<file path="config.mk">
export PLATFORM = sky130hd
export DESIGN_NAME = vga_frame_arbiter
export DESIGN_NICKNAME = d
export VERILOG_FILES = /design/src/rtl/vga_pkg.sv /design/src/rtl/vga_rr_pick.sv /design/src/rtl/vga_frame_arbiter.sv
export SDC_FILE = /design/constraint.sdc
export NUM_CORES = 1
export LEC_CHECK = 0
export CORE_AREA = 2 2 55 109
export CTS_CLUSTER_DIAMETER = 40
export DETAILED_ROUTE_END_ITERATION = 10
export DIE_AREA = 0 0 57 111
export HOLD_SLACK_MARGIN = 0.03
export PLACE_DENSITY = 0.84
export SYNTH_ARGS = -nofsm -noshare
export SYNTH_HDL_FRONTEND = slang
export SYNTH_SLANG_ARGS = --single-unit
</file>
<file path="constraint.sdc">
create_clock -name CLOCK_25 -period 3.95 [get_ports CLOCK_25]
set_clock_uncertainty 0.05 [all_clocks]
set_input_delay 0.395 -clock CLOCK_25 [delete_from_list [all_inputs] [get_ports CLOCK_25]]
set_output_delay 0.395 -clock CLOCK_25 [all_outputs]
set_load 0.05 [all_outputs]
</file>
<file path="src/rtl/vga_pkg.sv">
// Shared constants, state encoding and sizing helper for the VGA frame arbiter.
package vga_pkg;
    localparam int H_ACTIVE = 640;
    localparam int V_ACTIVE = 480;
    localparam int X_W      = 10;
    localparam int Y_W      = 9;

    typedef enum logic [1:0] {IDLE, WAIT_FB, ACTIVE} arb_state_t;

    function automatic int src_w(input int n);
        return (n > 2) ? $clog2(n) : 1;
    endfunction
endpackage

</file>
<file path="src/rtl/vga_rr_pick.sv">
// Combinational round-robin search: first requester above cur (with wrap),
// cur itself last; from_zero starts the scan at index 0 instead.
module vga_rr_pick #(
    parameter int N_SRC = 4,
    parameter int SW    = vga_pkg::src_w(N_SRC)
) (
    input  logic [N_SRC-1:0] req,
    input  logic [SW-1:0]    cur,
    input  logic             from_zero,
    output logic [SW-1:0]    nxt,
    output logic             found
);
    import vga_pkg::*;

    always_comb begin
        int start;
        int idx;
        nxt   = '0;
        found = 1'b0;
        start = 0;
        idx   = 0;
        if (!from_zero)
            start = (int'(cur) >= N_SRC - 1) ? 0 : int'(cur) + 1;
        for (int k = 0; k < N_SRC; k++) begin
            idx = start + k;
            if (idx >= N_SRC)
                idx = idx - N_SRC;
            if (!found && req[idx]) begin
                found = 1'b1;
                nxt   = SW'(idx);
            end
        end
    end
endmodule

</file>
<file path="src/rtl/vga_frame_arbiter.sv">
// Grants the VGA pixel pipeline to one source per frame, switching only at the
// falling edge of VGA_VS, and generates pixel coordinates plus the PRINT strobe.
module vga_frame_arbiter #(
    parameter int N_SRC       = 4,
    parameter int H_ACTIVE    = vga_pkg::H_ACTIVE,
    parameter int V_ACTIVE    = vga_pkg::V_ACTIVE,
    parameter int HOLD_FRAMES = 1
) (
    input  logic                             CLOCK_25,
    input  logic                             RESET,
    input  logic                             VGA_VS,
    input  logic                             VGA_BLANK_N,
    input  logic                             auto_en,
    input  logic                             step,
    input  logic [N_SRC-1:0]                 req,
    output logic [N_SRC-1:0]                 grant,
    output logic [vga_pkg::src_w(N_SRC)-1:0] sel,
    output logic [vga_pkg::X_W-1:0]          pix_x,
    output logic [vga_pkg::Y_W-1:0]          pix_y,
    output logic                             PRINT,
    output logic [7:0]                       frame_cnt
);
    import vga_pkg::*;

    localparam int SW = src_w(N_SRC);

    arb_state_t        state, state_nxt;
    logic [SW-1:0]     sel_nxt, pick_idx;
    logic [N_SRC-1:0]  grant_nxt;
    logic              pick_ok, pick_zero, advance;
    logic              vs_q, blank_q, fb, vs_rise, blank_fall;
    logic              step_flg;
    logic [7:0]        hold_cnt;

    // vs_q resets low so a reset released inside vsync cannot fake a boundary.
    assign fb         = vs_q & ~VGA_VS;
    assign vs_rise    = ~vs_q & VGA_VS;
    assign blank_fall = blank_q & ~VGA_BLANK_N;

    assign pick_zero = (state != ACTIVE);
    assign advance   = step_flg | (auto_en & (hold_cnt >= 8'(HOLD_FRAMES)));

    vga_rr_pick #(.N_SRC(N_SRC), .SW(SW)) u_pick (
        .req       (req),
        .cur       (sel),
        .from_zero (pick_zero),
        .nxt       (pick_idx),
        .found     (pick_ok)
    );

    always_comb begin
        state_nxt = state;
        sel_nxt   = sel;
        grant_nxt = '0;
        case (state)
            IDLE: begin
                if (|req)
                    state_nxt = WAIT_FB;
            end
            WAIT_FB: begin
                if (fb) begin
                    if (pick_ok) begin
                        state_nxt = ACTIVE;
                        sel_nxt   = pick_idx;
                    end else begin
                        state_nxt = IDLE;
                    end
                end
            end
            ACTIVE: begin
                if (fb) begin
                    if (!pick_ok) begin
                        state_nxt = IDLE;
                        sel_nxt   = '0;
                    end else if (!req[sel] || advance) begin
                        sel_nxt = pick_idx;
                    end
                end
            end
            default: state_nxt = IDLE;
        endcase
        if (state_nxt == ACTIVE)
            grant_nxt[sel_nxt] = 1'b1;
    end

    always_ff @(posedge CLOCK_25 or posedge RESET) begin
        if (RESET) begin
            state     <= IDLE;
            sel       <= '0;
            grant     <= '0;
            vs_q      <= 1'b0;
            blank_q   <= 1'b0;
            step_flg  <= 1'b0;
            hold_cnt  <= 8'd1;
            PRINT     <= 1'b0;
            frame_cnt <= '0;
        end else begin
            vs_q    <= VGA_VS;
            blank_q <= VGA_BLANK_N;
            state   <= state_nxt;
            sel     <= sel_nxt;
            grant   <= grant_nxt;

            if (fb)
                step_flg <= 1'b0;
            else if (step)
                step_flg <= 1'b1;

            if (fb) begin
                if (state != ACTIVE || sel_nxt != sel)
                    hold_cnt <= 8'd1;
                else if (hold_cnt < 8'(HOLD_FRAMES))
                    hold_cnt <= hold_cnt + 8'd1;
            end

            // PRINT spans vsync only, so it always drops before line 0.
            if (fb)
                PRINT <= (state_nxt == ACTIVE);
            else if (vs_rise)
                PRINT <= 1'b0;

            if (fb && state == ACTIVE)
                frame_cnt <= frame_cnt + 8'd1;
        end
    end

    // Coordinates trail VGA_BLANK_N by one cycle: 0 on the first visible clock.
    always_ff @(posedge CLOCK_25 or posedge RESET) begin
        if (RESET) begin
            pix_x <= '0;
            pix_y <= '0;
        end else begin
            if (VGA_BLANK_N) begin
                if (!blank_q)
                    pix_x <= '0;
                else if (pix_x != X_W'(H_ACTIVE - 1))
                    pix_x <= pix_x + 1'b1;
            end else if (blank_q) begin
                pix_x <= '0;
            end

            if (fb)
                pix_y <= '0;
            else if (blank_fall && pix_y != Y_W'(V_ACTIVE - 1))
                pix_y <= pix_y + 1'b1;
        end
    end
endmodule

</file>
==> metrics.cfg <==
[placement]
dp_hpwl_um=4700
pre_cts_slack_ns=0.461
place_congestion=0.886
dp.cells=409
placed_cell_area_um2=3380
portBuffers=43

[worst_setup_path]
crit_end=hold_cnt[0]
r2r_slack_ns=0.42
slowest_delay_ns=0.66
r2r_cells=8
path_cells=ha_1, nand2_1, o311ai_2, o32ai_4, a2111oi_2, a22oi_2, o311a_4, or3_1
regToRegEndpoint=hold_cnt[0]
worstReg2RegStart=sel[0]
critPathMaxFanout=17
startpoint_type=register
crit_slowest_cell=ha_1
crit_path_end_kind=register
critPathLaunch=sel[0]
critPathKind=register to register
worst-endpoint-required_ns=4.10
crit_arrival_ns=3.68

[pwr]
comb_power_share=0.382
irDropWorstVdd_uv=415
switchingPower_w=0.000621
power_frac_clock=0.252
seqPwrFrac=0.366
intPower_w=0.000989
cellLeakagePower_nw=1.53
sw_frac_of_total=0.386
powerDensity_nw_per_um2=457

[sta]
hold_viol=0
rsz0062_at_grt=no
min_period_over_period=0.892
layout_setup_ws_ns=0.425
slew-limit-headroom=0.454
holdWs_ns=0.423
slew_viol_final=0
finalSetupViolations=0
finalSetupTns_ns=0
fmax_ghz=0.284
finalWorstPathRequiredPeriod_ns=3.53
worst_slew_pin_slew_ns=0.812

[route]
wl_met2_um=3180
viasPerCell=5.98
m1WireLength_um=2870
drt_first_pass_iters=4
via_count=2492
drt_iter0_markers=110
ant_nets=0
top_layer=met4
routed_wl_um=6450
dr_wl_met3_um=305
wl_per_cell_um=15.5
drc=0

[yosys]
ys_seq_elements=47
yosysSeqAreaShare=0.406
ys_async_sr_fraction=1.00
netlist_area_um2=2900
syn-instance-count=313
avgSynthCellArea_um2=9.27
synthTopCellsByArea=dfrtp_1 (40%), ha_1 (5.6%), nand2_1 (4.0%)
yosysWarnings=0
synth_largest_area_cell=dfrtp_1
synth_edf_count=0
ys.flop_type=dfrtp_1
synth_fp_nets=336
synth_top_area_share=0.397
netlist-cell-type-count=63

[run_status]
status=finished, final reports clean

[clock_network]
cts_max_level=2
insertion_delay_ns=0.28
cts_tree=done
cts_made_buffers=5
path_clk_slew_ns=0.06
cts_root_buffer=clkbuf_16
cts.sinks=47
post_cts_resized=0
ctsHoldBuffers=0
post_cts_buffers=0
cts.path.max_buffers=2

[global_routing]
grt_pass1_vias=2430
grt.overflow.total=0
track_usage=0.215
grt_pass1_wl_um=11300
grt_max_degree=48
antenna_found_initial=0

[layout]
area_growth_pct=21.5
drive_gt1_frac=0.0843
final_nets=378
fin_area_um2=3530
fillers=480
final_common_cell=dfrtp_1
instances_no_fill=417
final_cell_mix=dfrtp_1 (46), clkdlybuf4s50_1 (43), nor2_1 (31), nand2_1 (31), o21ai_0 (23)
antenna_cells=0

[floorplanning]
pin_count=44
die_y_um=111
rows=39
core_area_um2=5560
chipWidth_um=57
start_util=0.522
dieArea_um2=6330

[worst_hold_path]
min_from=frame_cnt[7]
hold_path.class=register to register

[job]
drv_cap=0

power by group through the flow:
stage / Combinational [W] / Sequential [W] / Clock (W)
floorplan: 0.000372 / 0.000671 / 0
global placement: 0.000593 / 0.000594 / 0
detailed placement: 0.000605 / 0.000598 / 0
CTS: 0.000612 / 0.000590 / 0.000417
global route: 0.000679 / 0.000598 / 0.000434
finish: 0.000615 / 0.000589 / 0.000406
final cells by class:
| class | count | area (µm²) | share of cell area |
|---|---|---|---|
| tap | 61 | 76.3 | 0.0216 |
| inverter | 16 | 60.1 | 0.0170 |
| clock buffer | 5 | 125 | 0.0355 |
| timing repair buffer | 47 | 460 | 0.131 |
| multi-input combinational | 238 | 1610 | 0.456 |
| sequential | 47 | 1180 | 0.334 |
| clock inverter | 3 | 20.0 | 0.00568 |
cells by family (layout without fill, tap and decap cells):
| family | count (synthesis) | after routing | synth area share |
|---|---|---|---|
| buf+inv | 28 | 71 | 0.0410 |
| mux | 8 | 8 | 0.0293 |
| fa+ha+maj | 13 | 13 | 0.0560 |
| xor+xnor | 17 | 17 | 0.0513 |
| compound gates | 73 | 73 | 0.189 |
| flops | 47 | 47 | 0.406 |
| simple gates | 127 | 127 | 0.228 |
synth_stat cells, drive strengths merged (3+ instances only):
library cell  count
dfrtp            46
nor4              4
nor3b             8
nor2             31
nand2            31
clkbuf            7
buf               5
o21ai            23
and3              6
xor2              8
a2111oi           3
xnor2             9
a31oi             3
or2               4
a21oi            11
o21a              4
ha               13
nand4             6
a311o             3
a21boi            3
nand3            10
inv              16
nand2b            6
nor3              8
mux2i             7
through the flow:
stage                util  power (W)
floorplan               -    0.00104
global placement    0.608    0.00119
detailed placement  0.608    0.00120
CTS                 0.634    0.00162
global route        0.634    0.00171
finish              0.634    0.00161
flip-flops by register name, summed over array words and instances (netlist names):
register,count
grant,4
step_flg,1
vs_q,1
blank_q,1
pix_x,10
hold_cnt,8
state,2
sel,2
frame_cnt,8
PRINT,1
pix_y,9
routing by layer:
layer | up-vias | track usage
li1 | 1214 | -
met1 | 1189 | 0.306
met2 | 75 | 0.338
met3 | 14 | 0.0397
met4 | 0 | 0.0558
met5 | - | 0
worst min path at each step:
stage | to | slack (ns) | depth (start not counted)
detailed placement | frame_cnt[7] | 0.42 | 1
CTS | frame_cnt[7] | 0.43 | 1
floorplan | blank_q | 0.38 | 0
global route | frame_cnt[7] | 0.45 | 1
global placement | frame_cnt[7] | 0.41 | 1
finish | frame_cnt[7] | 0.42 | 1
critical path: cells and delay by family, from the launching register on:
| kind | cells | cell delay (ns) |
|---|---|---|
| adder cells (fa/ha/maj) | 1 | 0.66 |
| flip-flops | 1 | 0.57 |
| AO/OA/AOI/OAI | 5 | 1.52 |
| AND/OR/NAND/NOR | 2 | 0.63 |
Power figures use the tool's default switching activity.
